[src/rtl/pe_wide.sv]
// WIDTH-bit processing element: register file, neighbour/immediate source mux,
// single-cycle logic/arith ALU and a WIDTH-cycle shift-add multiplier.
module pe_wide #(
  parameter  int WIDTH = 8,
  parameter  int NREGS = 8,
  localparam int AW    = $clog2(NREGS)
) (
  input  logic             clk,
  input  logic             rst,
  input  logic             instr_valid,
  output logic             instr_ready,
  input  logic             wen,
  input  logic [AW-1:0]    w,
  input  logic [AW-1:0]    ra,
  input  logic [AW-1:0]    rb,
  input  logic [2:0]       src,
  input  logic [2:0]       op,
  input  logic [WIDTH-1:0] north,
  input  logic [WIDTH-1:0] south,
  input  logic [WIDTH-1:0] east,
  input  logic [WIDTH-1:0] west,
  input  logic [WIDTH-1:0] imm,
  output logic [WIDTH-1:0] data,
  output logic             data_valid,
  output logic             zero
);

  localparam int CW = $clog2(WIDTH);

  typedef enum logic {IDLE, MUL} state_t;

  state_t                        state;
  logic [NREGS-1:0][WIDTH-1:0]   rf;
  logic [WIDTH-1:0]              mcand, mplier, acc, acc_next;
  logic [CW-1:0]                 cnt;
  logic [WIDTH-1:0]              mux, a, b, res;
  logic                          accept;

  assign instr_ready = (state == IDLE);
  assign accept      = instr_valid && instr_ready;
  assign a           = rf[ra];
  assign b           = rf[rb];
  assign acc_next    = mplier[0] ? acc + mcand : acc;

  always_comb begin
    mux = '0;
    case (src)
      3'd0: mux = north;
      3'd1: mux = south;
      3'd2: mux = east;
      3'd3: mux = west;
      3'd4: mux = data;
      3'd5: mux = imm;
      default: mux = '0;
    endcase
  end

  // op 6 never reaches the result register from here; the FSM owns it
  always_comb begin
    res = '0;
    case (op)
      3'd0: res = a & b;
      3'd1: res = a | b;
      3'd2: res = a ^ b;
      3'd3: res = ~a;
      3'd4: res = a + b;
      3'd5: res = a - b;
      3'd7: res = a;
      default: res = '0;
    endcase
  end

  // Operands are read combinationally above, so a same-edge write is invisible to them
  always_ff @(posedge clk or posedge rst) begin
    if (rst)               rf    <= '0;
    else if (accept && wen) rf[w] <= mux;
  end

  always_ff @(posedge clk or posedge rst) begin
    if (rst) begin
      state      <= IDLE;
      data       <= '0;
      data_valid <= 1'b0;
      zero       <= 1'b1;
      mcand      <= '0;
      mplier     <= '0;
      acc        <= '0;
      cnt        <= '0;
    end else begin
      data_valid <= 1'b0;
      case (state)
        IDLE: if (accept) begin
          if (op == 3'd6) begin
            mcand  <= a;
            mplier <= b;
            acc    <= '0;
            cnt    <= CW'(WIDTH - 1);
            state  <= MUL;
          end else begin
            data       <= res;
            zero       <= (res == '0);
            data_valid <= 1'b1;
          end
        end
        MUL: begin
          acc    <= acc_next;
          mcand  <= mcand << 1;
          mplier <= mplier >> 1;
          if (cnt == '0) begin
            data       <= acc_next;
            zero       <= (acc_next == '0);
            data_valid <= 1'b1;
            state      <= IDLE;
          end else begin
            cnt <= cnt - CW'(1);
          end
        end
        default: state <= IDLE;
      endcase
    end
  end

endmodule

[config.mk]
export PLATFORM = sky130hd
export DESIGN_NAME = pe_wide
export DESIGN_NICKNAME = d
export VERILOG_FILES = /design/src/rtl/pe_wide.sv
export SDC_FILE = /design/constraint.sdc
export NUM_CORES = 1
export LEC_CHECK = 0
export ABC_AREA = 1
export ABC_CLOCK_PERIOD_IN_PS = 3700
export BUFFER_PORTS_ARGS = -buffer_cell sky130_fd_sc_hd__buf_2
export CAP_MARGIN = 40
export CORE_ASPECT_RATIO = 0.6
export CORE_MARGIN = 4
export CORE_UTILIZATION = 31
export DETAILED_ROUTE_END_ITERATION = 7
export HOLD_SLACK_MARGIN = 0.03
export PLACE_DENSITY_LB_ADDON = 0.1
export RECOVER_POWER = 50
export SLEW_MARGIN = 30
export SYNTH_ARGS = -nofsm -noshare
export SYNTH_HDL_FRONTEND = slang
export SYNTH_SLANG_ARGS = --single-unit
[constraint.sdc]
create_clock -name clk -period 3.7 [get_ports clk]
set_clock_uncertainty 0.2 [all_clocks]
set_input_delay 0.74 -clock clk [delete_from_list [all_inputs] [get_ports clk]]
set_output_delay 0.74 -clock clk [all_outputs]
set_load 0.1 [all_outputs]
==> flow_metrics.py <==
metrics = {
    "placement": {
        "gp_congestion": 0.8934,
        "place_area_sq_mm": 0.008289,
        "preCtsSetupSlack_ps": -193.5,
        "hpwl_mm": 19.70,
        "port_buffers": 69,
    },
    "die": {
        "start_util_pct": 31.96,
        "num_rows": 42,
        "die_area_sq_mm": 0.02565,
        "pin_count": 70,
        "die-width_um": 204.1,
        "coreArea_sq_mm": 0.02239,
        "die_h_um": 125.7,
    },
    "critical_path": {
        "crit_chain": "buf_4 > buf_12 > buf_8 > nand2_1 > nand3_1 > nand2_2 > o21ai_4 > buf_4 > buf_4 > xnor2_1 > ha_1 > a21oi_2 > o211ai_1 > nand2_1 > nand2_1 > a21oi_2 > inv_1 > nand3_2 > nand3_2 > nand2_1 > nand2_1 > a21oi_2",
        "r2r_end": "zero",
        "reg2reg_slack_ps": 480,
        "cp.required_ps": 3790,
        "cpMaxStageDelayCell": "ha_1",
        "r2r_cells": 22,
        "r2r_start": "rf[9]",
        "endpoint_kind": "register",
        "cp_num_buf_inv": 6,
        "critical_path_class": "input pin to register",
        "arrival_ps": 3580,
        "critPathLaunchType": "input pin",
        "cpLargestDelayFamily": "compound AO/OA/AOI/OAI gates",
        "crit_path_frequent_cell": "nand2_1",
        "critPathMaxFanout": 11,
        "slowest_delay_ps": 300,
    },
    "yosys": {
        "syn_nets": 1092,
        "synth-edff-count": 0,
        "synth_top_area_share_pct": 35.33,
        "syn_area_sq_mm": 0.007154,
        "ys_warn_count": 0,
        "yosys.area.top_type": "dfrtp_1",
        "synth_flop_cell": "dfrtp_1",
        "synth_commonest_cells": "296 x nand2_1, 136 x inv_1, 101 x dfrtp_1",
        "synth-simple-area-share_pct": 27.26,
        "ys_seq_area_share_pct": 35.69,
        "syn_avg_cell_area_sq_um": 7.169,
        "ys_top_cells_by_area": "dfrtp_1 35%, nand2_1 16%, inv_1 7.1%, nand3_1 6.0%, o21ai_0 5.9%",
        "synth_fa_ha_area_share_pct": 6.331,
        "synth_top_family_by_area": "simple AND/OR/NAND/NOR gates",
        "synth_compound_area_share_pct": 17.58,
        "syn_inst": 998,
        "ys_ff_latch": 102,
        "synthMuxAreaShare_pct": 1.259,
        "synth-xor-area-share_pct": 1.102,
        "async_flop_share_pct": 100.0,
        "synth_most_common_cell": "nand2_1",
        "ys_types": 49,
    },
    "pwr": {
        "pwr-share-clk_pct": 16.5,
        "worst_ir_drop_vdd_uv": 265.6,
        "sequentialPowerShare_pct": 31.0,
        "combinationalPowerShare_pct": 52.5,
        "netSwitchingPower_mw": 2.931,
        "power.density_mw_per_mm2": 711.6,
        "internal-power_mw": 3.250,
        "p_leak_nw": 4.344,
        "p_sw_share_pct": 47.43,
    },
    "cts": {
        "cts_buffers": 9,
        "hold_buffers": 0,
        "insertion_delay_ps": 370,
        "cts_root_buf": "clkbuf_16",
        "htree_levels": 3,
        "max-clock-path-buffers": 2,
        "clock-sinks": 102,
        "clk_pin_slew_worst_paths_ps": 80,
        "cts_tree": "done",
    },
    "timing": {
        "timing.fmax_mhz": 286.4,
        "holdWs_ps": 282.1,
        "fin_ws_ps": 209.0,
        "finalCritPeriodShare_pct": 94.35,
        "finalSetupViolCount": 0,
        "rsz0062_at_grt": "true",
        "tightestPinTransition_ps": 1837,
        "slew_viol_final": 39,
        "max_slew_margin_pct": -23.14,
        "fin_crit_ps": 3491,
        "hold_viol_final": 0,
    },
    "detailed_routing": {
        "routed_via_density": 4.911,
        "dr.pass1.iters": 5,
        "drc": 0,
        "antenna_left": 0,
        "wl_mm": 25.33,
        "vias": 7043,
        "post_drt_wl_per_cell_um": 17.66,
        "drt_first_iter_violations": 534,
    },
    "hold_path": {
        "worstHoldStart": "cnt[0]",
        "min_path_type": "register to register",
        "whs_path_depth": 1,
        "min_to": "cnt[0]",
    },
    "final_layout": {
        "final_layout_size_suffix_gt1_share_pct": 19.01,
        "nFillCells": 2411,
        "postLayoutCellArea_sq_mm": 0.008686,
        "antenna_cells": 0,
        "area_delta_synth_final_pct": 21.41,
        "fin_util_pct": 38.80,
        "final_nets": 1216,
    },
    "global_routing": {
        "grt_max_degree": 46,
        "track_usage_pct": 19.60,
        "overflow": 0,
        "grt_pass1_wl_mm": 38.72,
        "antenna_found_initial": 1,
        "grt_pass1_vias": 6298,
    },
    "outcome": {
        "violations": "max-capacitance violations, max-slew violations",
        "outcome": "finished with violations",
    },
    "run": {
        "maxCapViolations": 1,
    },
}
## power groups by stage
| stage | combinational, mW | sequential, mW | clock (mW) |
|---|---|---|---|
| 6_report | 3.25 | 1.91 | 1.02 |
| 5_1_grt | 3.60 | 1.97 | 1.09 |
| 4_1_cts | 3.18 | 1.91 | 1.05 |
| 3_5_place_dp | 3.17 | 1.93 | 0 |
| 3_3_place_gp | 3.18 | 1.93 | 0 |
| 2_1_floorplan | 1.85 | 2.23 | 0 |
## worst max path at each step
stage / startpoint / end / slack (ps) / depth (start not counted)
global placement: rb[0] / data[7] / -70 / 26
floorplan: rst / acc[0] / 90 / 1
CTS: rb[0] / data[7] / 180 / 26
detailed placement: rb[0] / data[7] / -190 / 26
finish: rb[0] / data[7] / 210 / 22
global route: rb[0] / data[7] / -20 / 27
## stage by stage
step | TNS [ps] | power (mW) | instances
after global routing | -21.28 | 6.668 | 1434
final | 0 | 6.181 | 1434
after CTS | 0 | 6.143 | 1428
after floorplan | 0 | 4.079 | 998
after global placement | -118.8 | 5.106 | 1412
after detailed placement | -369.2 | 5.095 | 1413
## layout make-up
cell class	count	area, sq um	share of cell area, %
clock buffers	11	252.7	2.910
well taps	308	385.4	4.437
repair buffers	151	1037	11.94
clock inverters	4	53.80	0.6194
inverters	143	543.0	6.252
multi-input cells	715	3860	44.44
flip-flops and latches	102	2554	29.40
## sequential cells by signal, indices dropped and copies added (netlist names)
signal and count:
mcand 8, rf 64, data_valid 1, data 8
cnt 3, state 1, zero 1, mplier 8
acc 8
## cell families (layout without fill, tap and decap cells)
kind of cell,after synthesis,after routing
fa+ha+maj,35,35
xor+xnor,9,9
buf+inv,181,309
compound gates,203,203
simple gates,460,460
flops,102,102
mux,8,8
## layout by cell type (no fill, tap or decap), types with 3 or more instances in the layout
cell type and instances:
xor2_1 7, buf_4 73, nor3_1 4, a21oi_2 4, mux2_2 8, nand3_2 3
inv_2 8, o211ai_1 33, o221ai_1 7, o22ai_1 10, o21ai_1 9, buf_12 3
nand2_1 295, clkbuf_16 11, a221oi_1 7, inv_1 133, nand4_1 7, nand3b_1 4
ha_1 33, nand2_2 10, o21ai_0 84, nor2_1 42, a31oi_1 6, dfrtp_1 101
nand3_1 85, buf_2 68, a21oi_1 30
## layer usage
layer | up-vias | wire (um) | GRT usage, % | share of wire [%]
li1 | 3528 | - | - | -
met5 | - | 0 | 0 | 0
met1 | 3250 | 13540 | 32.42 | 53
met4 | 0 | 150 | 2.874 | 0.59
met2 | 253 | 9362 | 25.34 | 37
met3 | 12 | 2278 | 5.190 | 9.0
## repair_timing
action | in CTS | in global routing
buffers inserted | 0 | 4
resized for setup | 0 | 13
setup endpoints to repair | 0 | 2
No activity file was read; power rests on OpenSTA's default activity.
